--- src/rtl/parity_serial_tx.sv ---
`default_nettype none
// ============================================================================
// Module   : parity_serial_tx
// Brief    : Accepts one byte per handshake and sends an 11-bit frame
//            (start, 8 data LSB first, parity, stop) on a single line.
// Revision : 1.0 - initial release
// ============================================================================
module parity_serial_tx #(
    parameter int CLKS_PER_BIT = 4,
    parameter bit ODD_PARITY   = 1'b0
) (
    input  logic       clk,
    input  logic       reset,
    input  logic       in_valid,
    input  logic [7:0] in_data,
    output logic       in_ready,
    output logic       tx,
    output logic       busy,
    output logic       parity,
    output logic       done
);

    typedef enum logic [2:0] {
        S_IDLE   = 3'd0,
        S_START  = 3'd1,
        S_DATA   = 3'd2,
        S_PARITY = 3'd3,
        S_STOP   = 3'd4
    } state_t;

    localparam logic [7:0] C_DIV_MAX = 8'(CLKS_PER_BIT - 1);

    state_t     r_state, w_state_next;
    logic [7:0] r_div, w_div_next;
    logic [2:0] r_bit, w_bit_next;
    logic [7:0] r_shift, w_shift_next;
    logic       r_parity, w_parity_next;
    logic       r_tx, w_tx_next;
    logic       r_done, w_done_next;
    logic       r_ready, r_busy;
    logic       w_bit_end;

    assign w_bit_end = (r_div == C_DIV_MAX);

    always_ff @(posedge clk) begin
        if (reset) begin
            r_state  <= S_IDLE;
            r_div    <= 8'd0;
            r_bit    <= 3'd0;
            r_shift  <= 8'd0;
            r_parity <= 1'b0;
            r_tx     <= 1'b1;
            r_done   <= 1'b0;
            r_ready  <= 1'b1;
            r_busy   <= 1'b0;
        end else begin
            r_state  <= w_state_next;
            r_div    <= w_div_next;
            r_bit    <= w_bit_next;
            r_shift  <= w_shift_next;
            r_parity <= w_parity_next;
            r_tx     <= w_tx_next;
            r_done   <= w_done_next;
            r_ready  <= (w_state_next == S_IDLE);
            r_busy   <= (w_state_next != S_IDLE);
        end
    end

    always_comb begin
        w_state_next  = r_state;
        w_div_next    = r_div;
        w_bit_next    = r_bit;
        w_shift_next  = r_shift;
        w_parity_next = r_parity;

        case (r_state)
            S_IDLE: begin
                // The shift register only loads on accept, so an X on an
                // idle bus never reaches tx or parity.
                if (in_valid) begin
                    w_state_next  = S_START;
                    w_div_next    = 8'd0;
                    w_shift_next  = in_data;
                    w_parity_next = (^in_data) ^ ODD_PARITY;
                end
            end
            S_START: begin
                if (w_bit_end) begin
                    w_state_next = S_DATA;
                    w_div_next   = 8'd0;
                    w_bit_next   = 3'd0;
                end else begin
                    w_div_next = r_div + 8'd1;
                end
            end
            S_DATA: begin
                if (w_bit_end) begin
                    w_div_next = 8'd0;
                    if (r_bit == 3'd7) begin
                        w_state_next = S_PARITY;
                        w_bit_next   = 3'd0;
                    end else begin
                        w_bit_next   = r_bit + 3'd1;
                        w_shift_next = {1'b0, r_shift[7:1]};
                    end
                end else begin
                    w_div_next = r_div + 8'd1;
                end
            end
            S_PARITY: begin
                if (w_bit_end) begin
                    w_state_next = S_STOP;
                    w_div_next   = 8'd0;
                end else begin
                    w_div_next = r_div + 8'd1;
                end
            end
            S_STOP: begin
                if (w_bit_end) begin
                    w_state_next = S_IDLE;
                    w_div_next   = 8'd0;
                end else begin
                    w_div_next = r_div + 8'd1;
                end
            end
            default: begin
                w_state_next = S_IDLE;
                w_div_next   = 8'd0;
                w_bit_next   = 3'd0;
            end
        endcase

        // Line level is decoded from the upcoming state so tx stays registered.
        case (w_state_next)
            S_START:  w_tx_next = 1'b0;
            S_DATA:   w_tx_next = w_shift_next[0];
            S_PARITY: w_tx_next = w_parity_next;
            default:  w_tx_next = 1'b1;
        endcase

        w_done_next = (w_state_next == S_STOP) && (w_div_next == C_DIV_MAX);
    end

    assign in_ready = r_ready;
    assign busy     = r_busy;
    assign tx       = r_tx;
    assign parity   = r_parity;
    assign done     = r_done;

endmodule
`default_nettype wire

--- config.mk ---
export PLATFORM = sky130hd
export DESIGN_NAME = parity_serial_tx
export DESIGN_NICKNAME = d
export VERILOG_FILES = /design/src/rtl/parity_serial_tx.sv
export SDC_FILE = /design/constraint.sdc
export NUM_CORES = 1
export LEC_CHECK = 0
export ABC_AREA = 0
export ABC_CLOCK_PERIOD_IN_PS = 4800
export CAP_MARGIN = 40
export CORE_MARGIN = 2
export CORE_UTILIZATION = 59
export CTS_CLUSTER_SIZE = 8
export DETAILED_ROUTE_END_ITERATION = 8
export PLACE_DENSITY_LB_ADDON = 0.05
export SETUP_SLACK_MARGIN = 0.3
export SLEW_MARGIN = 20
export SYNTH_ARGS = -nofsm -noshare
export SYNTH_HDL_FRONTEND = slang
export SYNTH_SLANG_ARGS = --single-unit
--- constraint.sdc ---
create_clock -name clk -period 4.8 [get_ports clk]
set_input_delay 0.96 -clock clk [delete_from_list [all_inputs] [get_ports clk]]
set_output_delay 0.96 -clock clk [all_outputs]
set_load 0.01 [all_outputs]
==> run_results.csv <==
group,metric,value,unit
status,outcome,"complete, no violations",
timing,min_period,2570,ps
logic_synthesis,synthFlopType,"dfxtp_1",
route,viasPerCell,6.36,
logic_synthesis,async_flop_share,0,%
clocking,clk_latency,320,ps
timing,period_share,53.6,%
power,switching_share,25.3,%
route,num_vias,1278,
grt,gr-total-overflow,0,
route,dr.first_iter.drc_count,51,
clocking,cts_resized,0,
place,dp_hpwl,2.29,mm
grt,grt_pass1_wl,5.22,mm
hold_path,min_to,"r_bit[2]",
floorplan,core,2430,µm²
clocking,cts-root-buf,"clkbuf_4",
cells_and_area,n_antenna_cell,0,
clocking,cts_made_buffers,3,
power,power_density,242,nW/µm²
route,first_pass_iters,5,
critical_path,arrival,2770,ps
grt,grt_max_degree,18,
timing,tns,0,ps
timing,fmax,0.388,GHz
timing,slew_headroom,49.7,%
power,pwr-share-seq,60.1,%
critical_path,rrSetupSlack,2460,ps
timing,rsz0062_at_grt,"no",
place,routabilityCongestion,0.798,
cells_and_area,layout-drive-gt1-share,11.1,%
critical_path,startpoint_type,"input pin",
timing,skew,5.87,ps
power,irDropWorstVdd,0.196,mV
power,p_int,0.000299,W
place,port_buffers,15,
route,drt-total-wl,3.13,mm
clocking,cts.path.max_buffers,2,
job,maxCapViolations,0,
hold_path,hp-class,"register to register",
logic_synthesis,yosysUniqueCellTypes,61,
timing,drv_slew,0,
logic_synthesis,synthTopCellsByArea,"dfxtp_1, nor2_1, a222oi_1",
power,combinationalPowerShare,16.1,%
clocking,cts.clk_slew.worst_paths,140,ps
timing,fin_ws,2230,ps
floorplan,die_w,54.1,µm
cells_and_area,fill_cells,220,
floorplan,dieHeight,54.1,µm
logic_synthesis,ys_seq_area_share,36.5,%
critical_path,r2r_cells,6,
critical_path,timing.rr.end,"done",
route,wire_per_inst,15.6,µm
clocking,postCtsHoldBufs,0,
clocking,cts.sinks,27,
timing,finalSetupViolations,0,
grt,antenna_found_initial,0,
critical_path,r2r-start,"r_div[0]",
logic_synthesis,synth_top_area_share,36.5,%
logic_synthesis,yosysMostFrequentCell,"dfxtp_1",
logic_synthesis,syn_inst,159,
logic_synthesis,avgSynthCellArea,9.32,µm²
clocking,cts_tree,"yes",
floorplan,rows,18,
cells_and_area,final_nets,186,
hold_path,hold_depth,2,
clocking,postCtsSetupRepairBufs,0,
clocking,htreeDepth,1,
floorplan,start_util,60.9,%
logic_synthesis,yosys-top-cells-count,"dfxtp_1, nor2_1, a21oi_1",
hold_path,hold_start,"r_bit[2]",
timing,worst_pin_slew,753,ps
route,ant_nets,0,
logic_synthesis,ys_seq_elements,27,
logic_synthesis,synth-edff-count,0,
power,power_switching,0.000101,W
floorplan,ios,16,
cells_and_area,areaGrowthSynthToFinish,11.6,%
critical_path,crit_type,"input pin to register",
critical_path,critPathCaptureType,"register",
critical_path,path_max_fanout,10,
logic_synthesis,synth_top_cell_by_area,"dfxtp_1",
grt,gr-usage-all-layers,24.5,%
place,dp_worst_setup_slack,1890,ps
critical_path,cp.required,5000,ps
logic_synthesis,yosys_warnings,0,
route,drc,0,
logic_synthesis,netlist_area,1480,µm²
timing,hold_viol_final,0,
floorplan,die_area,2930,µm²
power,leakagePower,0.607,nW
power,pwr-share-clk,23.7,%
grt,grt_pass1_vias,1215,
logic_synthesis,syn_nets,173,
-- power by group through the flow --
stage                     Combinational (W)  Sequential [W]  Clock (W)
after floorplan                   0.0000421        0.000244          0
after global placement            0.0000629        0.000245          0
after detailed placement          0.0000643        0.000245          0
after CTS                         0.0000646        0.000241   0.000100
after global routing              0.0000716        0.000242   0.000109
final                             0.0000646        0.000241  0.0000950
-- per-stage QoR --
stage                     hold WS, ps  util (%)  power (W)  instances  area, µm²
after floorplan                   451         -   0.000286        159       1480
after global placement            464      66.9   0.000308        197       1630
after detailed placement          470      66.9   0.000310        197       1630
after CTS                         489      68.0   0.000406        201       1650
after global routing              538      68.0   0.000423        201       1650
final                             492      68.0   0.000400        201       1650
-- registers in the layout, summed over array words and instances, names as in the netlist --
signal and cells:
done 1, in_ready 1, tx 1, r_shift 8, busy 1, r_state 3, parity 1, r_div 8
r_bit 3
-- cell usage in the layout, fill, tap and decap left out, drive strengths merged, types with 4 or more instances in the layout --
cell type      synthesis  final
a21oi                  7      7
a222oi                 6      6
and2                   4      4
clkbuf                 1      4
clkdlybuf4s50          0     15
dfxtp                 27     27
nand2                  6      6
nand3                  7      7
nor2                  21     21
nor4                   4      4
xnor2                  6      6
-- worst max path at each step --
stage                     startpoint         end  slack (ps)  cells past startpoint
final                       in_valid  r_shift[1]        2230                      6
after global routing        in_valid          tx        2040                      6
after CTS                   in_valid  r_shift[1]        2240                      6
after detailed placement    in_valid  r_shift[1]        1890                      6
after global placement      in_valid          tx        1990                      6
after floorplan             in_valid          tx        2680                      5
-- critical path, cell delays in order --
cell,delay [ps]
clkdlybuf4s50_1,550
nor4b_4,510
a21oi_1,130
a21o_1,270
a222oi_1,270
nor2_1,80
-- cell type report --
type	instances	area [µm²]	area share, %
inverter	3	11.3	0.681
multi-input combinational	122	887	53.7
sequential	27	541	32.7
tap	30	37.5	2.27
clock buffer	4	26.3	1.59
timing repair buffer	15	150	9.08
-- per-layer routing --
metal | routed length (µm) | track usage, % | vias to the layer above
li1 | - | - | 630
met1 | 1390 | 29.4 | 609
met2 | 1570 | 42.7 | 35
met3 | 135 | 3.06 | 4
met4 | 38 | 12.1 | 0
met5 | 0 | 0 | -
-- logic make-up after synthesis --
| kind of cell | synth area share [%] |
|---|---|
| adder cells (fa/ha/maj) | 2.53 |
| buffers and inverters | 3.63 |
| AO/OA/AOI/OAI | 21.5 |
| XOR/XNOR | 4.14 |
| AND/OR/NAND/NOR | 30.3 |
| multiplexers | 1.35 |
| flip-flops | 36.5 |
(Power assumes the default switching activity.)
